<file path="src/rtl/pc_fetch_controller.sv">
// pc_fetch_controller
//   Program counter owner for the IF stage of the MIPS pipeline. Steps the PC by
//   one word per fetch, applies decode-stage redirects (immediately or deferred
//   across stalls / debug holds), issues the IF/ID flush on a taken redirect and
//   stops permanently on a fetched HALT until reset.
//
//   Optional feature macro: BRANCH_DELAY_SLOT_EN
//     undefined : a taken redirect flushes IF/ID; branch beats a same-cycle halt.
//     defined   : no flush (the IF instruction is a delay slot); a same-cycle
//                 halt wins and the redirect is discarded.

module pc_fetch_controller #(
    parameter int CANT_BITS_ADDR  = 11,
    parameter int CANT_BITS_COUNT = 32
) (
    input  logic                       i_clock,
    input  logic                       i_reset,
    input  logic                       i_enable,
    input  logic                       i_stall,
    input  logic                       i_branch_control,
    input  logic [CANT_BITS_ADDR-1:0]  i_branch_dir,
    input  logic                       i_halt_detected,
    output logic [CANT_BITS_ADDR-1:0]  o_pc,
    output logic [CANT_BITS_ADDR-1:0]  o_adder_pc,
    output logic                       o_flush_if_id,
    output logic                       o_valid,
    output logic                       o_halted,
    output logic [CANT_BITS_COUNT-1:0] o_fetch_count
);

    typedef enum logic [1:0] {
        ST_RUN     = 2'd0,
        ST_PENDING = 2'd1,
        ST_HALTED  = 2'd2
    } fetch_state_e;

    localparam logic [CANT_BITS_ADDR-1:0]  PC_ONE    = {{(CANT_BITS_ADDR-1){1'b0}}, 1'b1};
    localparam logic [CANT_BITS_COUNT-1:0] COUNT_ONE = {{(CANT_BITS_COUNT-1){1'b0}}, 1'b1};

    fetch_state_e                 state_q, state_d;
    logic [CANT_BITS_ADDR-1:0]    pc_q, pc_d;
    logic [CANT_BITS_ADDR-1:0]    target_q, target_d;
    logic [CANT_BITS_COUNT-1:0]   count_q, count_d;
    logic                         advance;
    logic                         redirect;
    logic [CANT_BITS_ADDR-1:0]    pc_plus_one;

    assign pc_plus_one = pc_q + PC_ONE;
    assign advance     = i_enable & ~i_stall & (state_q != ST_HALTED);

    // Next-state selection: redirect / pending target / halt / sequential step when
    // advancing, otherwise capture any redirect that arrives during a hold.
    always_comb begin
        state_d  = state_q;
        pc_d     = pc_q;
        target_d = target_q;
        count_d  = count_q;
        redirect = 1'b0;

        if (advance) begin
`ifdef BRANCH_DELAY_SLOT_EN
            if (i_branch_control && i_halt_detected) begin
                state_d = ST_HALTED;
            end else
`endif
            if (i_branch_control) begin
                pc_d     = i_branch_dir;
                state_d  = ST_RUN;
                redirect = 1'b1;
            end else if (state_q == ST_PENDING) begin
                pc_d     = target_q;
                state_d  = ST_RUN;
                redirect = 1'b1;
            end else if (i_halt_detected) begin
                state_d = ST_HALTED;
            end else begin
                pc_d = pc_plus_one;
            end

            if (pc_d != pc_q) begin
                count_d = count_q + COUNT_ONE;
            end
        end else if (state_q != ST_HALTED) begin
            if (i_branch_control) begin
                target_d = i_branch_dir;
                state_d  = ST_PENDING;
            end
        end
    end

    // State, PC, latched redirect target and fetch counter; reset clears all at once.
    always_ff @(posedge i_clock or negedge i_reset) begin
        if (!i_reset) begin
            state_q  <= ST_RUN;
            pc_q     <= '0;
            target_q <= '0;
            count_q  <= '0;
        end else begin
            state_q  <= state_d;
            pc_q     <= pc_d;
            target_q <= target_d;
            count_q  <= count_d;
        end
    end

`ifdef BRANCH_DELAY_SLOT_EN
    // The delay-slot instruction always proceeds, so nothing is ever flushed.
    assign o_flush_if_id = 1'b0;
    logic unusedRedirect;
    assign unusedRedirect = redirect;
`else
    assign o_flush_if_id = advance & redirect;
`endif

    assign o_pc          = pc_q;
    assign o_adder_pc    = pc_plus_one;
    assign o_valid       = (state_q != ST_HALTED);
    assign o_halted      = (state_q == ST_HALTED);
    assign o_fetch_count = count_q;

endmodule

</file>
<file path="config.mk">
export PLATFORM = sky130hd
export DESIGN_NAME = pc_fetch_controller
export DESIGN_NICKNAME = d
export VERILOG_FILES = /design/src/rtl/pc_fetch_controller.sv
export SDC_FILE = /design/constraint.sdc
export NUM_CORES = 1
export LEC_CHECK = 0
export CORE_ASPECT_RATIO = 0.75
export CORE_MARGIN = 4
export CORE_UTILIZATION = 51
export DETAILED_ROUTE_END_ITERATION = 10
export HOLD_SLACK_MARGIN = 0.05
export PLACE_DENSITY = 0.8
export SYNTH_ARGS = -nofsm -noshare
export SYNTH_HDL_FRONTEND = slang
export SYNTH_SLANG_ARGS = --single-unit
</file>
<file path="constraint.sdc">
create_clock -name i_clock -period 3.5 [get_ports i_clock]
set_input_delay 0.7 -clock i_clock [delete_from_list [all_inputs] [get_ports i_clock]]
set_output_delay 0.7 -clock i_clock [all_outputs]
set_load 0.01 [all_outputs]
</file>
==> run metrics, run 1 <==
status finished, final reports clean; Detailed Place HPWL 6790 um; vias in the first global route 2,903; CTS max path bufs 2; DR vias 3,042; number of setup buffers added after CTS 0; register area share after synthesis 41.6%; Overflow after GRT 0; Post-synth EDFFs 0; Peak supply drop 0.328 mV; PostCTS Resize Cnt 0; RD Place Congestion 0.947; Leak 1.85 nW; initial antenna violation count 0; r2r setup slk 0.42 ns; # fillers 494; Yosys reg bits 56; row count 25; ys async rst share 100%; RSZ-0062 raised after global routing false; CP peak stage delay 0.56 ns; Root Driver clkbuf_8; Max-slew headroom 42.3%; initial DRC count 241; hold buffers post-CTS 0; Total GRT Usage 24.0%; area delta synth->final 27.1%; Syn. warnings 0; Die ar. 0.00798 mm^2; most common cell after layout, fill and taps aside clkdlybuf4s50_1; TritonCTS buffer count 5; CTS H-tree depth 2; largest net degree at the start of global routing 37; clk_skew 0.00855 ns; nets 449; mean area per synthesized cell 9.33 um^2; period utilisation layout 93.6%; Area contributors post-synth dfrtp_1, xor2_1, xnor2_1; I/O Buffers 73; # setup viols final 0; Worst EP required 2.80 ns; DRC Markers 0; sum of negative setup slack 0 ns; critical-path cell list ha_1, nand3_1, nor3_1, nand3_1, xnor2_1, clkdlybuf4s50_1; Chip Width 102 um; final hold vios 0; CTS tree built; Worst Max-Slew Pin Slew 0.862 ns; drt pass-1 iters 5; Via density 5.94; Hold WS 0.339 ns; ratio of cells with drive above 1 in the final layout 9.05%; final setup margin 0.223 ns; Sink Count 56; Critical-path top delay cell clkdlybuf4s50_1; Mapped Area 0.00337 mm^2; Critical Path Source Type flop; count of cell types in the netlist 53; Primary FF master, synth dfrtp_1; kind of end point of the critical path output port; CP max FO 8; I/O pin cnt 74; Synth area leader dfrtp_1; Worst Setup Path Type flop to output port; Synth Instances 361; most frequent cells in the layout clkdlybuf4s50_1, dfrtp_1, xor2_1, nand2_1, nor2_1; DP Worst Slack 0.0166 ns; share of the synthesized area in the top cell type 41.6%; first-pass GRT wire length 15,100 um; syn nets 380; diode count 0; Initial Utilization 53.1%; antenna viol nets, final 0; minimum clock period 3.28 ns; CP most frequent cell nand3_1; DR WL/cell 17.9 um; Routed WL 9150 um; P per Cell Area 480 mW/mm^2; Clk Latency, worst-skew pair 0.32 ns; max-cap viol count 0; WP data arrival 2.58 ns; Die Ht 78.4 um; Peak Freq 0.305 GHz; CTS clk-pin slew, worst paths 0.11 ns; total core area 0.00635 mm^2; Pins Over Slew Limit 0; Min-Delay Path Class input port to async pin
[synth_stat cells (2+ instances only)]
master and number:
dfrtp_1 56, xor2_1 36, nand2_1 29, nor2_1 25, nor3_1 21, xnor2_1 19
a21oi_1 13, o21ai_0 13, nand3_1 12, clkbuf_1 10, inv_1 10, mux2_2 10
nand4_1 10, nor4_1 10, a211oi_1 7, buf_2 7, nor4b_1 6, nor2b_1 5
a31oi_1 4, buf_1 4, nand2b_1 4, nor3b_1 4, o21a_1 3, o22ai_1 3
o31ai_1 3, or3_1 3, a22oi_1 2, and3_1 2, ha_1 2, mux2i_1 2
o211ai_1 2, or2_2 2, or4_1 2
[state kept, by name, summed over array words and instances (netlist names)]
signal / cells
o_pc: 11
target_q: 11
state_q: 2
o_fetch_count: 32
[path summary, 6_finish.rpt]
path / cells after the start / from / endpoint
max: 6 / o_pc[0]$_DFFE_PN0P_ / o_adder_pc[8]
min: 1 / i_reset / target_q[8]$_DFFE_PN0P_
max reg2reg: 9 / o_pc[0]$_DFFE_PN0P_ / o_fetch_count[1]$_DFFE_PN0P_
min reg2reg: 1 / o_fetch_count[31]$_DFFE_PN0P_ / o_fetch_count[31]$_DFFE_PN0P_
max in group asynchronous: 2 / i_reset / target_q[2]$_DFFE_PN0P_
min in group i_clock: 1 / o_fetch_count[31]$_DFFE_PN0P_ / o_fetch_count[31]$_DFFE_PN0P_
[routing by layer]
layer	routed length, um	global-route usage [%]	up-vias
li1	-	-	1428
met1	4170	35.2	1468
met2	4190	37.1	131
met3	677	4.44	15
met4	115	4.98	0
met5	0	0	-
[logic make-up (layout without fill, tap and decap cells)]
logic type | after synthesis | after routing | share of synthesized area (%)
XOR/XNOR | 55 | 55 | 14.3
adder cells (fa/ha/maj) | 2 | 2 | 0.743
AND/OR/NAND/NOR | 142 | 142 | 22.8
flip-flops | 56 | 56 | 41.6
buffers and inverters | 33 | 103 | 4.27
multiplexers | 13 | 13 | 4.38
AO/OA/AOI/OAI | 60 | 60 | 11.9
[power by group]
group          leakage, nW  switching [mW]  internal [mW]
registers            0.711           0.164          0.735
clock network       0.0485           0.231          0.144
logic                 1.09           0.376          0.407
total                 1.85           0.771           1.29
[worst max-delay path: cells and delay by family (launching register included)]
family	cells	cell delay [ns]
AND/OR/NAND/NOR	3	0.67
buffers and inverters	1	0.56
flip-flops	1	0.52
adder cells (fa/ha/maj)	1	0.34
XOR/XNOR	1	0.16
[layout make-up]
cell class                 count  area [um^2]  area share, %
tap                           81          101           2.37
clock buffer                   5         68.8           1.61
clock inverter                 3         22.5          0.526
sequential                    56         1400           32.7
inverter                      10         37.5          0.876
timing repair buffer          85          828           19.3
multi-input combinational    272         1820           42.6
[stage by stage]
stage	area (um^2)	power, mW	utilization, %	instances
after floorplan	3370	1.30	-	361
after global placement	4190	1.66	66.0	504
after detailed placement	4190	1.68	66.0	504
after CTS	4280	2.06	67.5	512
after global routing	4280	2.17	67.5	512
final	4280	2.06	67.5	512
(Power assumes the default switching activity.)
==> run 2: changes to the inputs <==
--- a/config.mk
+++ b/config.mk
@@ -8,6 +8,7 @@
 export CORE_ASPECT_RATIO = 0.75
 export CORE_MARGIN = 4
 export CORE_UTILIZATION = 51
+export CTS_CLUSTER_DIAMETER = 100
 export DETAILED_ROUTE_END_ITERATION = 10
 export HOLD_SLACK_MARGIN = 0.05
 export PLACE_DENSITY = 0.8
==> results of run 2 <==
Final layout, timing and power as in run 1 (identical DEF).
==> run 3: changes to the inputs <==
--- a/config.mk
+++ b/config.mk
@@ -11,7 +11,7 @@
 export CTS_CLUSTER_DIAMETER = 100
 export DETAILED_ROUTE_END_ITERATION = 10
 export HOLD_SLACK_MARGIN = 0.05
-export PLACE_DENSITY = 0.8
+export PLACE_DENSITY = 0.76
 export SYNTH_ARGS = -nofsm -noshare
 export SYNTH_HDL_FRONTEND = slang
 export SYNTH_SLANG_ARGS = --single-unit
==> run 3 against run 2 <==
Effect of this change: routed wire length fell by 4.0%; first-iteration DRC count fell by 29%; non-clock buffer count did not move; sequential power fell by 0.7%; via count fell by 1.2%; sequential share of layout area fell by 0.38 points; global-route usage fell by 0.66 points; clock power rose by 32%.
==> run metrics, run 3 (synthesis gave the netlist of run 1 again) <==
Peak Freq 0.307 GHz (was 0.305 GHz); CP peak stage delay 0.56 ns (about the same); Root Driver clkbuf_8 (unchanged); Overflow after GRT 0 (unchanged); CTS max path bufs 2 (unchanged); I/O Buffers 73 (unchanged); placed instance area 0.00421 mm^2 (was 0.00419 mm^2); DR vias 3,005 (was 3,042); Power, Total 2.17 mW (was 2.06 mW); initial DRC count 170 (was 241); Die ar. 0.00798 mm^2 (unchanged); final setup margin 0.246 ns (was 0.223 ns); Die Ht 78.4 um (unchanged); Peak supply drop 0.299 mV (was 0.328 mV); hold buffers post-CTS 0 (unchanged); design area 0.00433 mm^2 (was 0.00428 mm^2); Initial Utilization 53.1% (unchanged); Min-Delay Path Class input port to async pin (unchanged); Detailed Place HPWL 6400 um (was 6790 um); max-cap viol count 0 (unchanged); initial antenna violation count 0 (unchanged); final hold vios 0 (unchanged); first-pass GRT wire length 14,800 um (was 15,100 um); total core area 0.00635 mm^2 (unchanged); WP data arrival 2.55 ns (was 2.58 ns); Critical Path Source Type flop (unchanged); antenna viol nets, final 0 (unchanged); period utilisation layout 93.0% (was 93.6%); row count 25 (unchanged); sum of negative setup slack 0 ns (unchanged); Chip Width 102 um (unchanged); clk_skew 0.00598 ns (was 0.00855 ns); CTS clk-pin slew, worst paths 0.10 ns (was 0.11 ns); TritonCTS buffer count 5 (unchanged); DR WL/cell 17.2 um (was 17.9 um); DRC Markers 0 (unchanged); RSZ-0062 raised after global routing false (unchanged); most common cell after layout, fill and taps aside clkdlybuf4s50_1 (unchanged); vias in the first global route 2,924 (was 2,903); Routed WL 8790 um (was 9150 um); nets 449 (unchanged); Max-slew headroom 48.6% (was 42.3%); largest net degree at the start of global routing 34 (was 37); CP most frequent cell nand3_1 (unchanged); most frequent cells in the layout clkdlybuf4s50_1, dfrtp_1, xor2_1, nand2_1, nor2_1 (unchanged); minimum clock period 3.25 ns (was 3.28 ns); PostCTS Resize Cnt 0 (unchanged); Leak 1.87 nW (was 1.85 nW); number of setup buffers added after CTS 0 (unchanged); Worst Setup Path Type flop to output port (unchanged); kind of end point of the critical path output port (unchanged); DP Worst Slack 0.132 ns (was 0.0166 ns); # setup viols final 0 (unchanged); Pins Over Slew Limit 0 (unchanged); I/O pin cnt 74 (unchanged); Total GRT Usage 23.3% (was 24.0%); Via density 5.88 (was 5.94); CTS H-tree depth 2 (unchanged); Sink Count 56 (unchanged); RD Place Congestion 0.909 (was 0.947); Critical-path top delay cell clkdlybuf4s50_1 (unchanged); Largest register FFs 32 (unchanged); Worst EP required 2.80 ns (about the same); CTS tree built (unchanged); P per Cell Area 501 mW/mm^2 (was 480 mW/mm^2); critical-path cell list ha_1, nand3_1, nor3_1, nand3_1, xnor2_1, clkdlybuf4s50_1 (unchanged); Clk Latency, worst-skew pair 0.31 ns (was 0.32 ns); CP max FO 8 (unchanged); area delta synth->final 28.6% (was 27.1%); ratio of cells with drive above 1 in the final layout 8.84% (was 9.05%); diode count 0 (unchanged); Worst Max-Slew Pin Slew 0.771 ns (was 0.862 ns); drt pass-1 iters 4 (was 5); status finished, final reports clean (unchanged)
run 3: cell types whose count changed in the layout (fill, tap and decap cells not counted), sizes merged:
| cell | change |
|---|---|
| bufinv | +2 |
| clkinv | -2 |
| inv | -1 |
run 3: cell type report:
| class | instances | area [um^2] |
|---|---|---|
| clock buffers | 5 | 68.8 |
| clock inverters | 2 | 60.1 |
| fillers | 492 | 2020 |
| inverters | 10 | 37.5 |
| multi-input cells | 272 | 1820 |
| flip-flops and latches | 56 | 1400 |
| well taps | 81 | 101 |
| repair buffers | 85 | 841 |
run 3: worst max-delay path: cells and delay by family (launching register included):
family	cells	cell delay [ns]
XOR/XNOR	1	0.15
buffers and inverters	1	0.56
adder cells (fa/ha/maj)	1	0.34
AND/OR/NAND/NOR	3	0.67
flip-flops	1	0.53
run 3: per-stage QoR:
step | util, % | instances | hold slack, ns
finish | 68.3 | 511 | 0.457
global route | 68.3 | 511 | 0.501
CTS | 68.3 | 511 | 0.481
detailed placement | 66.2 | 504 | 0.467
global placement | 66.2 | 504 | 0.458
floorplan | - | 361 | 0.404
run 3: path summary, 6_finish.rpt:
path | depth (start not counted) | slack (ns) | start | end
max in group asynchronous | 2 | 2.35 | i_reset | o_fetch_count[11]$_DFFE_PN0P_
hold / removal | 1 | 0.46 | i_reset | o_pc[8]$_DFFE_PN0P_
min in group i_clock | 1 | 0.48 | o_fetch_count[31]$_DFFE_PN0P_ | o_fetch_count[31]$_DFFE_PN0P_
hold reg to reg | 1 | 0.48 | o_fetch_count[31]$_DFFE_PN0P_ | o_fetch_count[31]$_DFFE_PN0P_
setup reg to reg | 9 | 0.46 | o_pc[0]$_DFFE_PN0P_ | o_fetch_count[1]$_DFFE_PN0P_
setup / recovery | 6 | 0.25 | o_pc[0]$_DFFE_PN0P_ | o_adder_pc[8]
run 3: power by group:
group	internal, mW	switching, mW
combinational	0.410	0.374
clock	0.282	0.213
sequential	0.735	0.158
run 3: routing by layer:
layer / up-vias / part of all wire [%] / GRT usage [%]
met5: - / 0 / 0
met4: 0 / 0.71 / 3.80
met3: 6 / 7.8 / 4.88
met2: 131 / 43 / 34.3
met1: 1440 / 48 / 35.9
li1: 1428 / - / -
